## src/rtl/parking_pkg.sv

```systemverilog
// parking_pkg: result codes, allocator FSM states and floor-index width helper
package parking_pkg;
  localparam logic [2:0] RC_NONE = 3'd0, RC_GRANT_CHOSEN = 3'd1, RC_GRANT_ALT = 3'd2,
                         RC_NO_SPACE = 3'd3, RC_INVALID = 3'd4, RC_EXIT_OK = 3'd5, RC_EXIT_ERR = 3'd6;
  typedef enum logic [1:0] {IDLE, CHECK, SEARCH, HOLD} state_t;
  function automatic int flr_w(input int n);
    return n > 1 ? $clog2(n) : 1;
  endfunction
endpackage

```

## src/rtl/parking_tick_gen.sv

```systemverilog
// parking_tick_gen: TICK_DIV clock divider with a tick counter, both cleared by clr
module parking_tick_gen #(
  parameter int TICK_DIV = 10,
  parameter int CNT_W = 8
) (
  input  logic             clk,
  input  logic             reset,
  input  logic             clr,
  output logic             tick,
  output logic [CNT_W-1:0] ticks
);
  localparam int DW = TICK_DIV > 1 ? $clog2(TICK_DIV) : 1;
  logic [DW-1:0] cyc;
  assign tick = cyc == DW'(TICK_DIV - 1);
  always_ff @(posedge clk) begin
    if (reset || clr) begin
      cyc   <= '0;
      ticks <= '0;
    end else begin
      cyc   <= tick ? '0 : cyc + 1'b1;
      ticks <= ticks + CNT_W'(tick);
    end
  end
endmodule

```

## src/rtl/parking_floor_allocator.sv

```systemverilog
// parking_floor_allocator: per-floor free counters with chosen/alternate floor allocation; ADMIN_OVERRIDE_EN adds admin count writes
module parking_floor_allocator
  import parking_pkg::*;
#(
  parameter int NUM_FLOORS = 4,
  parameter int FLOOR_CAP = 5,
  parameter int CAP_W = 4,
  parameter int SPECIAL_FLOOR = 0,
  parameter int RESERVED = 2,
  parameter int TICK_DIV = 10,
  parameter int GRANT_TICKS = 3,
  parameter int WRONG_TICKS = 5,
  localparam int FLR_W = flr_w(NUM_FLOORS)
) (
  input  logic                        clk,
  input  logic                        reset,
  input  logic                        req_valid,
  output logic                        req_ready,
  input  logic                        req_exit,
  input  logic [FLR_W-1:0]            req_floor,
  input  logic                        req_special,
  input  logic                        req_id_ok,
`ifdef ADMIN_OVERRIDE_EN
  input  logic                        adm_wr,
  input  logic [FLR_W-1:0]            adm_floor,
  input  logic [CAP_W-1:0]            adm_count,
`endif
  output logic                        result_valid,
  output logic [2:0]                  result_code,
  output logic [FLR_W-1:0]            result_floor,
  output logic                        busy,
  output logic [NUM_FLOORS*CAP_W-1:0] free_cnt,
  output logic [CAP_W+FLR_W:0]        total_free
);
  localparam int TW = CAP_W + FLR_W + 1;
  localparam logic [CAP_W-1:0] CAP = CAP_W'(FLOOR_CAP);
  state_t state, state_n;
  logic [CAP_W-1:0] cnt [NUM_FLOORS];
  logic r_exit, r_special, r_id_ok, inc, dec, tick;
  logic [FLR_W-1:0] r_floor, idx, idx_n, tgt, floor_n;
  logic [2:0] code_n;
  logic [7:0] tick_cnt;
  logic [NUM_FLOORS-1:0] avail;
  logic [TW-1:0] sum;
`ifdef ADMIN_OVERRIDE_EN
  assign req_ready = state == IDLE && !adm_wr;
`else
  assign req_ready = state == IDLE;
`endif
  assign busy = state != IDLE;
  assign result_valid = state == HOLD;
  for (genvar g = 0; g < NUM_FLOORS; g++) assign free_cnt[g*CAP_W +: CAP_W] = cnt[g];
  parking_tick_gen #(.TICK_DIV(TICK_DIV), .CNT_W(8)) u_tick (
    .clk, .reset, .clr(state != HOLD), .tick, .ticks(tick_cnt)
  );
  // the special floor keeps its last RESERVED spaces for special IDs
  always_comb begin
    sum = '0;
    for (int i = 0; i < NUM_FLOORS; i++) begin
      avail[i] = (i == SPECIAL_FLOOR && !r_special) ? cnt[i] > CAP_W'(RESERVED) : cnt[i] != '0;
      sum = sum + TW'(cnt[i]);
    end
  end
  always_comb begin
    state_n = state;
    idx_n = idx;
    code_n = result_code;
    floor_n = result_floor;
    tgt = r_floor;
    inc = 1'b0;
    dec = 1'b0;
    case (state)
      IDLE: if (req_valid && req_ready) state_n = CHECK;
      CHECK: begin
        idx_n = '0;
        floor_n = r_floor;
        state_n = HOLD;
        if (!r_id_ok) code_n = RC_INVALID;
        else if (r_exit && cnt[r_floor] == CAP) code_n = RC_EXIT_ERR;
        else if (r_exit) begin
          code_n = RC_EXIT_OK;
          inc = 1'b1;
        end else if (avail[r_floor]) begin
          code_n = RC_GRANT_CHOSEN;
          dec = 1'b1;
        end else state_n = SEARCH;
      end
      SEARCH: begin
        tgt = idx;
        idx_n = idx + 1'b1;
        if (idx != r_floor && avail[idx]) begin
          state_n = HOLD;
          code_n = RC_GRANT_ALT;
          floor_n = idx;
          dec = 1'b1;
        end else if (idx == FLR_W'(NUM_FLOORS - 1)) begin
          state_n = HOLD;
          code_n = RC_NO_SPACE;
        end
      end
      HOLD: if (tick && tick_cnt == 8'(result_code == RC_INVALID ? WRONG_TICKS - 1 : GRANT_TICKS - 1)) state_n = IDLE;
      default: state_n = IDLE;
    endcase
  end
  always_ff @(posedge clk) state <= reset ? IDLE : state_n;
  always_ff @(posedge clk) begin
    if (reset) begin
      idx <= '0;
      result_code <= RC_NONE;
      result_floor <= '0;
      total_free <= TW'(NUM_FLOORS * FLOOR_CAP);
      {r_exit, r_special, r_id_ok, r_floor} <= '0;
      for (int i = 0; i < NUM_FLOORS; i++) cnt[i] <= CAP;
    end else begin
      idx <= idx_n;
      result_code <= code_n;
      result_floor <= floor_n;
      total_free <= sum;
      if (req_valid && req_ready) {r_exit, r_special, r_id_ok, r_floor} <= {req_exit, req_special, req_id_ok, req_floor};
      if (inc) cnt[tgt] <= cnt[tgt] + 1'b1;
      if (dec) cnt[tgt] <= cnt[tgt] - 1'b1;
`ifdef ADMIN_OVERRIDE_EN
      if (adm_wr && state == IDLE) cnt[adm_floor] <= adm_count > CAP ? CAP : adm_count;
`endif
    end
  end
endmodule
```

## config.mk

```make
export PLATFORM = sky130hd
export DESIGN_NAME = parking_floor_allocator
export DESIGN_NICKNAME = d
export VERILOG_FILES = /design/src/rtl/parking_pkg.sv /design/src/rtl/parking_tick_gen.sv /design/src/rtl/parking_floor_allocator.sv
export SDC_FILE = /design/constraint.sdc
export NUM_CORES = 1
export LEC_CHECK = 0
export ABC_AREA = 1
export CAP_MARGIN = 15
export CORE_UTILIZATION = 50
export DETAILED_ROUTE_END_ITERATION = 10
export HOLD_SLACK_MARGIN = 0.06
export MAX_ROUTING_LAYER = met4
export PLACE_DENSITY = 0.77
export SYNTH_ARGS = -nofsm -noshare
export SYNTH_HDL_FRONTEND = slang
export SYNTH_SLANG_ARGS = --single-unit
```

## constraint.sdc

```tcl
create_clock -name clk -period 2.6 [get_ports clk]
set_clock_uncertainty 0.15 [all_clocks]
set_input_delay 0.39 -clock clk [delete_from_list [all_inputs] [get_ports clk]]
set_output_delay 0.39 -clock clk [all_outputs]
set_load 0.02 [all_outputs]
```

==> results.json, run 1 <==
{
  "fin_crit_ns": 2.73,
  "final_cell_mix": "68 x buf_4, 61 x nand2_1, 54 x nor2_1",
  "drive_gt1_share_pct": 29.8,
  "synth-xor-area-share_pct": 0.918,
  "drc": 0,
  "violations": "setup timing",
  "setup_ws_ns": -0.129,
  "gr-usage-all-layers_pct": 27.9,
  "drv_slew": 0,
  "finalCritPeriodShare_pct": 105,
  "synthToLayoutAreaGrowth_pct": 45.3,
  "cts_tree": "done",
  "yosysSeqAreaShare_pct": 40.6,
  "hold_viol": 0,
  "p_leak_nw": 1.83,
  "path_class": "reg2reg",
  "die_area_um2": 6030,
  "critPathSlowestCell": "fa_1",
  "ys_warn_count": 0,
  "busiest_layer": "met2",
  "finalSetupViolCount": 8,
  "dp.cells": 524,
  "endpoint_kind": "flop",
  "initialDrtViolationCount": 293,
  "ios": 39,
  "hold_class": "reg2reg",
  "cp-start-kind": "flop",
  "globalRouteMet1Util_pct": 31.1,
  "cp.arrival_ns": 2.81,
  "clock-sinks": 50,
  "whs_ns": 0.331,
  "grt_use_met3_pct": 5.76,
  "rsz0062_at_grt": "true",
  "cts_max_path_buffers": 2,
  "synth-compound-area-share_pct": 10.2,
  "place_area_um2": 3660,
  "postSynthAreaPerCell_um2": 7.65,
  "wl_mm": 8.36,
  "cp.required_ns": 2.68,
  "root_buffer": "clkbuf_8",
  "grt_overflow_total": 0,
  "ir_drop_uv": 571,
  "ant_nets": 0,
  "diodes": 0,
  "synthSimpleGateAreaFrac_pct": 27.0,
  "numCtsBuffers": 5,
  "finalNetCount": 519,
  "start_util_pct": 52.0,
  "grt_use_met2_pct": 47.6,
  "yosys.area_share.adder_pct": 13.3,
  "setup_tns_ns": -0.382,
  "clkLatencyLatePin_ns": 0.31,
  "first_pass_iters": 5,
  "num_vias": 2946,
  "viasPerCell": 5.27,
  "crit_path_max_incr_delay_ns": 0.51,
  "max_freq_ghz": 0.366,
  "wl_per_cell_um": 14.9,
  "antenna_found_initial": 0,
  "io_buffers": 37,
  "fp-row-count": 27,
  "dp_hpwl_mm": 5.87,
  "path_clk_slew_ns": 0.10,
  "status": "finished, violations left",
  "synthCells": 374,
  "grt_pass1_vias": 2782,
  "synth_top_family_by_area": "simple AND/OR/NAND/NOR gates",
  "dieHeight_um": 77.7,
  "synth.area.mux_share_pct": 0,
  "cts_hold_buf": 0,
  "finalInstanceArea_um2": 4160,
  "grt_max_degree": 17,
  "synth_area_um2": 2860,
  "synth-seq-cells": 50,
  "drv_cap": 0,
  "core_um2": 5510,
  "synthDistinctLibCells": 32,
  "syn_nets": 407,
  "powerDensity_nw_per_um2": 851,
  "fin_cells": 559,
  "fp.dieW_um": 77.7,
  "final_common_cell": "buf_4",
  "grt_pass1_wl_mm": 12.7,
  "routabilityCongestion": 1.05,
  "crit_top_cell": "fa_1",
  "crit_chain": "buf_6, fa_1, fa_1, ha_2, inv_2, fa_2, nor2_1, o21ai_1, a21oi_2",
  "cts_max_level": 2,
  "critPathMaxFanout": 3
}
-- per-layer routing --
layer | share of wire, % | vias to the layer above
li1 | - | 1431
met1 | 40 | 1371
met2 | 50 | 110
met3 | 6.1 | 34
met4 | 4.3 | 0
met5 | 0 | -
-- cells by family after synthesis --
kind of cell / Yosys count
and+or+nand+nor: 183
other: 1
DFF: 50
buffers and inverters: 58
AOI/OAI and AO/OA: 54
xor gates and xnor gates: 3
adders and majority gates: 25
-- synth_stat cells, drive strengths merged --
master / count / area, um^2
nand2: 78 / 308
nor2: 65 / 254
inv: 53 / 199
dfxtp: 34 / 681
nand3: 29 / 145
o21ai: 24 / 124
a21oi: 23 / 115
edfxtp: 16 / 480
ha: 16 / 200
fa: 9 / 180
nand4: 4 / 25.0
nor3: 4 / 20.0
xnor2: 3 / 26.3
buf: 2 / 15.0
clkbuf: 2 / 7.51
nand3b: 2 / 15.0
a211oi: 1 / 7.51
a21boi: 1 / 7.51
a21o: 1 / 7.51
a31oi: 1 / 6.26
clkinv: 1 / 3.75
conb: 1 / 3.75
nor4: 1 / 6.26
o211ai: 1 / 7.51
o21ba: 1 / 10.0
o22ai: 1 / 6.26
-- power breakdown --
group	internal, mW	switching, mW	leakage, nW	total (mW)
clock network	0.190	0.262	0.0484	0.453
registers	0.937	0.0962	0.417	1.03
logic	0.931	1.12	1.37	2.05
total	2.06	1.48	1.83	3.54
-- final cells by class --
class,count,area (um^2)
flip-flops and latches,50,1170
inverters,54,208
clock inverters,3,20.0
well taps,72,90.1
repair buffers,109,926
multi-input cells,266,1680
clock buffers,5,68.8
fillers,380,1350
-- worst max-delay path, delay by kind of cell (launching register included) --
family                     cells  cell delay [ns]
AOI/OAI and AO/OA              2             0.21
adders and majority gates      4             1.54
buffers and inverters          2             0.20
DFF                            1             0.46
and+or+nand+nor                1             0.10
-- through the flow --
step | util [%] | power, mW | setup WS [ns]
6_report | 75.5 | 3.54 | -0.129
5_1_grt | 75.5 | 3.77 | -0.199
4_1_cts | 71.4 | 3.30 | -0.0767
3_5_place_dp | 66.4 | 2.69 | -0.174
3_3_place_gp | 66.4 | 2.67 | -0.119
2_1_floorplan | - | 2.00 | 0.00481
-- registers in the layout, summed over array words and instances (netlist names), named ones only --
register and cells:
cnt 16, result_floor 2, r_exit 1, state 2, r_id_ok 1, total_free 6
result_code 3, r_special 1, u_tick.cyc 4, idx 2, r_floor 2, u_tick.ticks 8
-- final timing paths --
| check | from | slack, ns | cells past startpoint | to |
|---|---|---|---|---|
| max | cnt[1][1] | -0.13 | 9 | total_free[5] |
| min | u_tick.cyc[0] | 0.33 | 1 | u_tick.cyc[0] |
| max reg2reg | cnt[1][1] | -0.13 | 9 | total_free[5] |
| min reg2reg | u_tick.cyc[0] | 0.33 | 1 | u_tick.cyc[0] |
-- repair_timing --
| action | in CTS | in global routing |
|---|---|---|
| endpoints found under the hold margin | 0 | 0 |
| pin swaps | 20 | 19 |
| buffers inserted | 16 | 11 |
| cloned | 0 | 0 |
| gates resized for setup | 21 | 47 |
| endpoints found under the setup margin | 10 | 29 |
Note: power is estimated with default switching activity, not from simulation.
==> run 2: changes to the inputs <==
--- a/config.mk
+++ b/config.mk
@@ -5,7 +5,6 @@
 export SDC_FILE = /design/constraint.sdc
 export NUM_CORES = 1
 export LEC_CHECK = 0
-export ABC_AREA = 1
 export CAP_MARGIN = 15
 export CORE_UTILIZATION = 50
 export DETAILED_ROUTE_END_ITERATION = 10
==> run 2 against run 1 <==
The flow still finishes with violations (setup timing). Cell count down 16%. Sequential share of layout area increased by 0.38 points. Combinational power down 37%. Synthesized cell count shrank 22%. Largest cell class unchanged. First-iteration DRC count fell by 14%. Largest power group unchanged. Highest routed layer unchanged. Cell area fell by 1.5%. Register-to-register slack got worse by 0.44 ns. Clock-buffer cell count up 1. Worst setup slack lost 0.44 ns. Sequential power decreased by 8%. Die area rose by 1.4%.
==> results.json, run 2 <==
{
  "syn_nets": 323,
  "path_clk_slew_ns": 0.09,
  "gr-usage-all-layers_pct": 26.8,
  "initialDrtViolationCount": 252,
  "endpoint_kind": "flop",
  "synthSimpleGateAreaFrac_pct": 20.1,
  "grt_pass1_vias": 2541,
  "final_common_cell": "buf_4",
  "cts_max_level": 2,
  "path_class": "reg2reg",
  "final_cell_mix": "64 x buf_4, 37 x clkdlybuf4s50_1, 32 x dfxtp_1",
  "yosysTopAreaCellShare_pct": 23.4,
  "yosys.area_share.adder_pct": 13.4,
  "synthDistinctLibCells": 57,
  "die_area_um2": 6120,
  "diodes": 0,
  "clock-sinks": 50,
  "drive_gt1_share_pct": 29.9,
  "routabilityCongestion": 0.880,
  "first_pass_iters": 4,
  "synth_top_family_by_area": "simple AND/OR/NAND/NOR gates",
  "num_vias": 2607,
  "ios": 39,
  "violations": "setup timing",
  "finalNetCount": 427,
  "cp.required_ns": 2.51,
  "start_util_pct": 52.4,
  "synth-seq-cells": 50,
  "synthTopCellsByCount": "34 x dfxtp_1, 27 x nor2_1, 25 x nand2_1",
  "synth_top_area_cell": "dfxtp_1",
  "fp-row-count": 27,
  "setup_ws_ns": -0.570,
  "yosysSeqAreaShare_pct": 40.0,
  "ys_warn_count": 0,
  "numCtsBuffers": 5,
  "dieHeight_um": 78.2,
  "fin_crit_ns": 3.17,
  "drc": 0,
  "finalCritPeriodShare_pct": 122,
  "crit_chain": "or4_4, o221ai_4, a2111o_1, a31oi_4, ha_4, nand2_4, nor2_2, a222oi_1, a2bb2oi_2, mux2i_2, inv_1",
  "cp.arrival_ns": 3.08,
  "root_buffer": "clkbuf_8",
  "max_freq_ghz": 0.315,
  "fp.dieW_um": 78.2,
  "yosys-top-cells-area": "dfxtp_1 23%, edfxtp_1 17%, ha_1 6.9%",
  "crit_path_max_incr_delay_ns": 0.58,
  "p_total_mw": 2.81,
  "grt_max_degree": 16,
  "core_um2": 5540,
  "cts_max_path_buffers": 2,
  "critPathSlowestCell": "or4_4",
  "ant_nets": 0,
  "yosysMostFrequentCell": "dfxtp_1",
  "top_regs": "cnt: 16 flops, u_tick.ticks: 8 flops, total_free: 6 flops",
  "io_buffers": 37,
  "viasPerCell": 5.58,
  "hold_class": "reg2reg",
  "grt_overflow_total": 0,
  "cts_tree": "done",
  "synth_flop_cell": "dfxtp_1",
  "cts_hold_buf": 0,
  "synthArstFlopShare_pct": 0,
  "wl_mm": 7.83,
  "fillers": 392,
  "largest_register_ffs": 16,
  "p_leak_nw": 1.61,
  "wl_per_cell_um": 16.8,
  "antenna_found_initial": 0,
  "dp_hpwl_mm": 5.88,
  "synth.area.mux_share_pct": 7.93,
  "status": "finished, violations left",
  "post-route-util_pct": 73.9,
  "synth_area_um2": 2900,
  "drv_slew": 0,
  "ir_drop_uv": 363,
  "synth_enable_flop_cells": 16,
  "rsz0062_at_grt": "true",
  "cp-start-kind": "flop",
  "clkLatencyLatePin_ns": 0.31,
  "hold_viol": 0,
  "powerDensity_nw_per_um2": 686,
  "postSynthAreaPerCell_um2": 10.0,
  "synth-xor-area-share_pct": 3.32,
  "critPathMaxFanout": 4,
  "drv_cap": 0,
  "synth-compound-area-share_pct": 11.2,
  "largest_register": "cnt",
  "synthCells": 290,
  "finalSetupViolCount": 34,
  "grt_pass1_wl_mm": 12.0,
  "synthToLayoutAreaGrowth_pct": 41.0
}
-- run 2: changes by cell type after synthesis, moves of 4 or more --
cell     before  now
nor2b_1       0    6
xor2_1        0    7
nand2_1      74   25
inv_1        49   18
inv_2         4    0
and2_1        0    6
nand3_1      29   17
mux4_2        0    4
mux2i_1       0    8
nor2_1       63   27
o21ai_0      23    5
a21oi_1      23   14
or3_1         0    5
and3_1        0    4
-- run 2: kinds of logic after synthesis --
kind of cell	count (synthesis)
other cells	1
flops	50
xor+xnor	11
fa+ha+maj	26
simple gates	115
compound gates	45
mux	16
buf+inv	26
-- run 2: power breakdown --
part / leakage [nW] / switching, mW / internal [mW] / total, mW
clock network: 0.0587 / 0.271 / 0.292 / 0.563
logic: 1.13 / 0.669 / 0.631 / 1.30
registers: 0.415 / 0.0562 / 0.888 / 0.944
total: 1.61 / 0.996 / 1.81 / 2.81
-- run 2: layout make-up --
type	instances	area (um^2)	area share (%)
Tap cell	72	90.1	2.20
Clock buffer	6	73.8	1.80
Clock inverter	2	36.3	0.886
Timing Repair Buffer	105	896	21.9
Multi-Input combinational cell	214	1770	43.2
Inverter	18	67.6	1.65
Sequential cell	50	1160	28.4
-- run 2: metal layers --
layer | wire [um] | vias up | global-route usage [%]
met5 | 0 | - | -
met4 | 240 | 0 | 13.7
met2 | 3900 | 88 | 43.6
li1 | - | 1243 | -
met1 | 3260 | 1254 | 32.3
met3 | 424 | 22 | 4.30
-- run 2: through the flow --
| step | instances | hold slack (ns) | setup WS (ns) | instance area, um^2 | setup TNS [ns] |
|---|---|---|---|---|---|
| 2_1_floorplan | 290 | 0.283 | -0.556 | 2990 | -4.06 |
| 3_3_place_gp | 450 | 0.302 | -0.399 | 3840 | -5.18 |
| 3_5_place_dp | 450 | 0.304 | -0.489 | 3840 | -6.10 |
| 4_1_cts | 462 | 0.325 | -0.494 | 4000 | -4.52 |
| 5_1_grt | 467 | 0.367 | -0.700 | 4090 | -9.22 |
| 6_report | 467 | 0.316 | -0.570 | 4090 | -6.31 |
-- run 2: timing repair --
item	in CTS	in global routing
endpoints found under the setup margin	23	28
pin swaps	8	5
resized for setup	7	12
setup buffers	6	5
hold endpoints to repair	0	0
-- run 2: path summary, 6_finish.rpt --
kind / start / endpoint / slack, ns / depth (start not counted)
hold / removal: u_tick.cyc[0] / u_tick.cyc[0] / 0.32 / 1
setup / recovery: cnt[1][3] / cnt[3][3] / -0.57 / 11
hold reg to reg: u_tick.cyc[0] / u_tick.cyc[0] / 0.32 / 1
setup reg to reg: cnt[1][3] / cnt[3][3] / -0.57 / 11
-- run 2: critical path: cells and delay by family (launching register included) --
family	cells	cell delay, ns
AOI/OAI and AO/OA	5	1.03
adders and majority gates	1	0.26
buffers and inverters	1	0.08
DFF	1	0.41
muxes	1	0.29
and+or+nand+nor	3	0.69
